--- config.mk ---
export PLATFORM = sky130hd
export DESIGN_NAME = fadd_result_fifo
export DESIGN_NICKNAME = d
export VERILOG_FILES = /design/src/rtl/fadd_pkg.sv /design/src/rtl/fp_classify.sv /design/src/rtl/fadd_result_fifo.sv
export SDC_FILE = /design/constraint.sdc
export NUM_CORES = 1
export LEC_CHECK = 0
export CAP_MARGIN = 20
export CORE_MARGIN = 2
export CORE_UTILIZATION = 30
export DETAILED_ROUTE_END_ITERATION = 16
export PLACE_DENSITY = 0.57
export SLEW_MARGIN = 20
export SYNTH_ARGS = -nofsm -noshare
export SYNTH_HDL_FRONTEND = slang
export SYNTH_SLANG_ARGS = --single-unit
--- constraint.sdc ---
create_clock -name clock -period 4.6 [get_ports clock]
set_clock_uncertainty 0.15 [all_clocks]
set_input_delay 0.46 -clock clock [delete_from_list [all_inputs] [get_ports clock]]
set_output_delay 0.46 -clock clock [all_outputs]
set_load 0.03 [all_outputs]
--- src/rtl/fadd_pkg.sv ---
// Shared types for the bfloat16 adder datapath: the result class enum and the bf16 field layout.
package fadd_pkg;

    localparam int FP_EXP_W = 8;
    localparam int FP_MAN_W = 7;

    typedef enum logic [2:0] {
        FP_NORM   = 3'd0,
        FP_ZERO   = 3'd1,
        FP_DENORM = 3'd2,
        FP_INF    = 3'd3,
        FP_NAN    = 3'd4
    } fp_class_e;

    typedef struct packed {
        logic                sign;
        logic [FP_EXP_W-1:0] exp;
        logic [FP_MAN_W-1:0] man;
    } bf16_t;

endpackage

--- src/rtl/fp_classify.sv ---
// Combinational classifier for a {sign, exp, mantissa} float: zero, denormal, normal, infinity or NaN.
module fp_classify
    import fadd_pkg::*;
#(
    parameter int N     = 16,
    parameter int EXP_W = 8,
    parameter int MAN_W = 7
) (
    input  logic [N-1:0] sum_i,
    output fp_class_e    class_o
);

    logic [EXP_W-1:0] exp_f;
    logic [MAN_W-1:0] man_f;
    logic             unused_sign;

    assign exp_f       = sum_i[N-2 -: EXP_W];
    assign man_f       = sum_i[MAN_W-1:0];
    assign unused_sign = sum_i[N-1];

    always_comb begin
        class_o = FP_NORM;
        if (exp_f == '0) begin
            class_o = (man_f == '0) ? FP_ZERO : FP_DENORM;
        end else if (&exp_f) begin
            class_o = (man_f == '0) ? FP_INF : FP_NAN;
        end
    end

endmodule

--- src/rtl/fadd_result_fifo.sv ---
// Result FIFO behind the pipelined bf16 adder: drops and counts results on overflow, keeps sticky class flags.
// Define FADD_RES_CLASSIFY_EN to store each entry's class alongside the data and show it on out_class.
module fadd_result_fifo
    import fadd_pkg::*;
#(
    parameter int N     = 16,
    parameter int EXP_W = FP_EXP_W,
    parameter int MAN_W = FP_MAN_W,
    parameter int DEPTH = 8,
    parameter int CNT_W = 8,
    localparam int PTR_W = $clog2(DEPTH),
    localparam int LVL_W = PTR_W + 1
) (
    input  logic             clock,
    input  logic             reset,
    input  logic [N-1:0]     in_sum,
    input  logic             in_valid,
    output logic [N-1:0]     out_data,
    output logic [2:0]       out_class,
    output logic             out_valid,
    input  logic             out_ready,
    output logic [LVL_W-1:0] level,
    output logic [CNT_W-1:0] drop_cnt,
    output logic             nan_seen,
    output logic             inf_seen,
    output logic             zero_seen,
    input  logic             clr_stat
);

`ifdef FADD_RES_CLASSIFY_EN
    localparam int W_W = N + 3;
`else
    localparam int W_W = N;
`endif

    fp_class_e        in_cls;
    logic [W_W-1:0]   in_word;
    logic [W_W-1:0]   mem_q [DEPTH];
    logic [W_W-1:0]   head_q, head_d;
    logic [PTR_W-1:0] wr_ptr_q, wr_ptr_d;
    logic [PTR_W-1:0] rd_ptr_q, rd_ptr_d;
    logic [LVL_W-1:0] level_q, level_d;
    logic             out_valid_q, out_valid_d;
    logic [CNT_W-1:0] drop_cnt_q, drop_cnt_d;
    logic             nan_q, nan_d;
    logic             inf_q, inf_d;
    logic             zero_q, zero_d;
    logic             full, push, pop, drop;

    fp_classify #(
        .N     (N),
        .EXP_W (EXP_W),
        .MAN_W (MAN_W)
    ) u_classify (
        .sum_i   (in_sum),
        .class_o (in_cls)
    );

`ifdef FADD_RES_CLASSIFY_EN
    assign in_word   = {in_cls, in_sum};
    assign out_data  = head_q[N-1:0];
    assign out_class = head_q[N+2:N];
`else
    assign in_word   = in_sum;
    assign out_data  = head_q;
    assign out_class = FP_NORM;
`endif

    always_comb begin
        full     = (level_q == LVL_W'(DEPTH));
        pop      = out_valid_q && out_ready;
        push     = in_valid && (!full || pop);
        drop     = in_valid && full && !pop;
        wr_ptr_d = wr_ptr_q + PTR_W'(push);
        rd_ptr_d = rd_ptr_q + PTR_W'(pop);
        level_d  = level_q + LVL_W'(push) - LVL_W'(pop);
        out_valid_d = (level_d != '0);

        // The head register is refilled from the array, or straight from the input when
        // this cycle's write lands in the slot that becomes the new head.
        head_d = head_q;
        if (push && (wr_ptr_q == rd_ptr_d)) begin
            head_d = in_word;
        end else if (level_d != '0) begin
            head_d = mem_q[rd_ptr_d];
        end

        drop_cnt_d = drop_cnt_q;
        if (clr_stat) begin
            drop_cnt_d = drop ? CNT_W'(1) : '0;
        end else if (drop && !(&drop_cnt_q)) begin
            drop_cnt_d = drop_cnt_q + CNT_W'(1);
        end

        nan_d  = (nan_q  && !clr_stat) || (push && (in_cls == FP_NAN));
        inf_d  = (inf_q  && !clr_stat) || (push && (in_cls == FP_INF));
        zero_d = (zero_q && !clr_stat) || (push && (in_cls == FP_ZERO));
    end

    always_ff @(posedge clock) begin
        if (reset) begin
            wr_ptr_q    <= '0;
            rd_ptr_q    <= '0;
            level_q     <= '0;
            out_valid_q <= 1'b0;
            head_q      <= '0;
            drop_cnt_q  <= '0;
            nan_q       <= 1'b0;
            inf_q       <= 1'b0;
            zero_q      <= 1'b0;
        end else begin
            wr_ptr_q    <= wr_ptr_d;
            rd_ptr_q    <= rd_ptr_d;
            level_q     <= level_d;
            out_valid_q <= out_valid_d;
            head_q      <= head_d;
            drop_cnt_q  <= drop_cnt_d;
            nan_q       <= nan_d;
            inf_q       <= inf_d;
            zero_q      <= zero_d;
        end
    end

    always_ff @(posedge clock) begin
        if (!reset && push) begin
            mem_q[wr_ptr_q] <= in_word;
        end
    end

    assign level     = level_q;
    assign out_valid = out_valid_q;
    assign drop_cnt  = drop_cnt_q;
    assign nan_seen  = nan_q;
    assign inf_seen  = inf_q;
    assign zero_seen = zero_q;

endmodule

==> qor.yml <==
reg2reg_setup_slack_ps: 1120
cts-root-buf: "sky130_fd_sc_hd__clkbuf_16"
finalSetupTns_ps: 0
tightest_slew_ps: 866
slew_viol_final: 0
timing.hold.worst_path_depth: 2
num_antenna_cells: 0
max_cap_viol_count: 0
number_of_buffers_inserted_during_clock_tree_synthesis: 17
leakagePower_nw: 2.79
die-width_um: 157
critPathRequiredTime_ps: 4740
finalHoldViolations: 0
cts_repair_resize_count: 0
number_of_global_route_vias_before_repair: 4535
crit_end_category: "flip-flop"
worst_r2r_startpoint: "level[2]"
ioPinCount: 56
gr-total-overflow: 0
die_h_um: 157
r2r_end: "out_data[1]"
clock_tree.htree_level_count: 4
edff_count_synth: 128
dr_total_vias: 4533
synthesis.instances: 519
cp.arrival_ps: 3690
cts.sink_count: 166
finalWorstPathRequiredPeriod_ps: 3550
status: "completed"
globalplace.congestion: 0.769
unrepaired_setup_endpoints_after_global_routing: "no"
timing.reg2reg.worst_path_depth: 15
cellPowerDensity_nw_per_um2: 592
syn-mean-instance-area_um2: 13.6
cells_traversed_along_the_worst_timing_path: "clkdlybuf4s50_1, a211o_1, o21ai_1, ha_1, inv_1, ha_1, inv_1, fa_1, nor2b_1, nand3b_1, mux2i_1, buf_4, and2_4, a221oi_1"
layout.nets: 599
io_buffers: 52
grt_antenna_before_repair: 0
synth.largest_area_cell: "sky130_fd_sc_hd__edfxtp_1"
final_ant_viol_nets: 0
die_area_um2: 24800
area.growth.synth_to_final_pct: 22.4
avgViaCountPerCell: 5.04
routed_wire_length_per_instance_um: 18.7
synth-main-ff-cell: "sky130_fd_sc_hd__edfxtp_1"
fin_util: 0.372
maximum_number_of_pins_on_one_net_before_global_route_repair: 66
post-cts-setup-buffers: 0
cell_row_count: 56
dpl.hpwl_mm: 10.2
wire_length_of_the_first_global_routing_pass_mm: 25.6
final.period_utilization: 0.772
cts_tree: "done"
synth_sequential_area_ratio: 0.652
max_stage_delay_ps: 500
initial_util: 0.304
drt_pass1_iterations: 5
fp.coreArea_um2: 23300
max-clock-path-buffers: 2
number_of_register_bits_inferred_by_synthesis: 166
dr.first_iter.drc_count: 343
critical_path.startpoint_type: "input pin"
fmax_mhz: 282
netlist_top_cells_area: "sky130_fd_sc_hd__edfxtp_1 54%, sky130_fd_sc_hd__dfxtp_1 11%, sky130_fd_sc_hd__mux2i_1 4.7%"
timing.hold.worst.start: "inf_seen"
setup_viol: 0
post_synth_instance_area_um2: 7060
worst_skew_pair.late_latency_ps: 430
groute.usage.overall: 0.139
max-vdd-ir-drop_mv: 0.232
cts_clock_pin_slew_for_the_worst_setup_and_hold_paths_ps: 60
number_of_hold_repair_buffers_added_at_the_cts_stage: 0
drt_wl_total_mm: 16.8
worstSetupPathType: "input pin to flip-flop"
synth.yosys.warnings: 0
p_total_mw: 5.12
crit_path_max_fanout: 18
worst_slew_margin_rel: 0.418
critical-path-slowest-cell: "sky130_fd_sc_hd__fa_1"
post-route-drc-count: 0
netlist-cell-type-count: 49
layout-drive-gt1-share: 0.121
hold_path_class: "flip-flop to flip-flop"
asyncSetResetFlopFracSynth: 0
synth_top_area_frac: 0.544
holdPathEnd: "inf_seen"
## flip-flops by register name, indices dropped and copies added (netlist names), 3 cells and up
signal,flops
mem_q,128
out_data,16
drop_cnt,8
level,4
rd_ptr_q,3
wr_ptr_q,3
## power breakdown
group	switching (mW)	internal [mW]
registers	0.0925	1.74
logic	0.986	0.650
clock network	0.617	1.04
total	1.70	3.43
## worst max-delay path, delay by kind of cell
| family | cells | cell delay [ps] |
|---|---|---|
| and+or+nand+nor | 3 | 670 |
| muxes | 1 | 150 |
| AOI/OAI and AO/OA | 3 | 650 |
| adders and majority gates | 3 | 920 |
| buffers and inverters | 4 | 820 |
## layout by cell type, fill, tap and decap left out, types with 4 or more instances in the layout
cell type and n:
sky130_fd_sc_hd__nand3_1 20, sky130_fd_sc_hd__ha_1 9, sky130_fd_sc_hd__nand4_1 5, sky130_fd_sc_hd__buf_4 15, sky130_fd_sc_hd__nor2b_1 39, sky130_fd_sc_hd__a221oi_2 9, sky130_fd_sc_hd__a22oi_1 15, sky130_fd_sc_hd__inv_6 4
sky130_fd_sc_hd__clkdlybuf4s50_1 52, sky130_fd_sc_hd__mux2i_1 33, sky130_fd_sc_hd__xnor2_1 8, sky130_fd_sc_hd__clkbuf_16 17, sky130_fd_sc_hd__nand2_1 7, sky130_fd_sc_hd__a21oi_1 4, sky130_fd_sc_hd__bufinv_16 6, sky130_fd_sc_hd__a2111oi_0 32
sky130_fd_sc_hd__a221oi_1 7, sky130_fd_sc_hd__edfxtp_1 128, sky130_fd_sc_hd__a31oi_1 31, sky130_fd_sc_hd__nor3_2 5, sky130_fd_sc_hd__nor4_1 6, sky130_fd_sc_hd__nor2_1 17, sky130_fd_sc_hd__inv_1 26, sky130_fd_sc_hd__dfxtp_1 38
## final cells by class
cell class,count,area [um2]
flip-flops and latches,166,4600
repair buffers,67,633
inverters,26,97.6
clock inverters,15,262
well taps,319,399
clock buffers,17,425
multi-input cells,289,2230
fillers,2211,14600
## cells in the mapped netlist, types with 2 or more instances
library cell and count:
sky130_fd_sc_hd__nor3_1 7, sky130_fd_sc_hd__or4_1 2, sky130_fd_sc_hd__buf_2 11, sky130_fd_sc_hd__and3_1 2, sky130_fd_sc_hd__o21ai_0 3, sky130_fd_sc_hd__nand3_1 20
sky130_fd_sc_hd__buf_6 3, sky130_fd_sc_hd__nand2b_1 3, sky130_fd_sc_hd__a21oi_1 4, sky130_fd_sc_hd__nand2_1 7, sky130_fd_sc_hd__clkbuf_1 22, sky130_fd_sc_hd__nand4_1 5
sky130_fd_sc_hd__a2111oi_0 32, sky130_fd_sc_hd__a31oi_1 31, sky130_fd_sc_hd__or2_2 2, sky130_fd_sc_hd__ha_1 10, sky130_fd_sc_hd__or3_1 2, sky130_fd_sc_hd__nor2b_1 39
sky130_fd_sc_hd__xor2_1 3, sky130_fd_sc_hd__a221oi_2 9, sky130_fd_sc_hd__a221oi_1 7, sky130_fd_sc_hd__nor2_1 17, sky130_fd_sc_hd__mux2i_1 33, sky130_fd_sc_hd__edfxtp_1 128
sky130_fd_sc_hd__a22oi_1 15, sky130_fd_sc_hd__inv_1 26, sky130_fd_sc_hd__dfxtp_1 38, sky130_fd_sc_hd__buf_4 3, sky130_fd_sc_hd__nor4_1 7, sky130_fd_sc_hd__xnor2_1 9
## kinds of logic after synthesis
| family | after synthesis | synth area share |
|---|---|---|
| and+or+nand+nor | 121 | 0.0964 |
| DFF | 166 | 0.652 |
| adders and majority gates | 11 | 0.0205 |
| xor gates and xnor gates | 13 | 0.0181 |
| buffers and inverters | 66 | 0.0418 |
| other | 1 | 0.000531 |
| muxes | 33 | 0.0468 |
| AOI/OAI and AO/OA | 108 | 0.124 |
## worst max-delay path by stage
stage / start / end / slack [ps] / depth (start not counted)
after global placement: out_ready / out_data[1] / 790 / 14
after CTS: out_ready / out_data[1] / 1070 / 14
after floorplan: level[2] / out_data[10] / 1130 / 16
final: out_ready / out_data[1] / 1050 / 14
after detailed placement: out_ready / out_data[1] / 640 / 14
after global routing: out_ready / out_data[15] / 910 / 14
## stage by stage
step / setup slack, ps / std cells / hold WS (ps) / cell area [um2]
floorplan: 1130 / 521 / 409 / 7070
global placement: 791 / 867 / 291 / 7960
detailed placement: 644 / 867 / 320 / 7960
CTS: 1070 / 899 / 336 / 8650
global route: 911 / 899 / 352 / 8650
finish: 1050 / 899 / 332 / 8650
## per-layer routing
metal | part of all wire | up-vias | GRT usage | routed length, um
met4 | 0.014 | 0 | 0.0489 | 233
met1 | 0.45 | 2308 | 0.175 | 7520
met5 | 0 | - | 0 | 0
met2 | 0.50 | 107 | 0.238 | 8450
met3 | 0.036 | 16 | 0.0303 | 606
li1 | - | 2102 | - | -
Note: power is estimated with default switching activity, not from simulation.
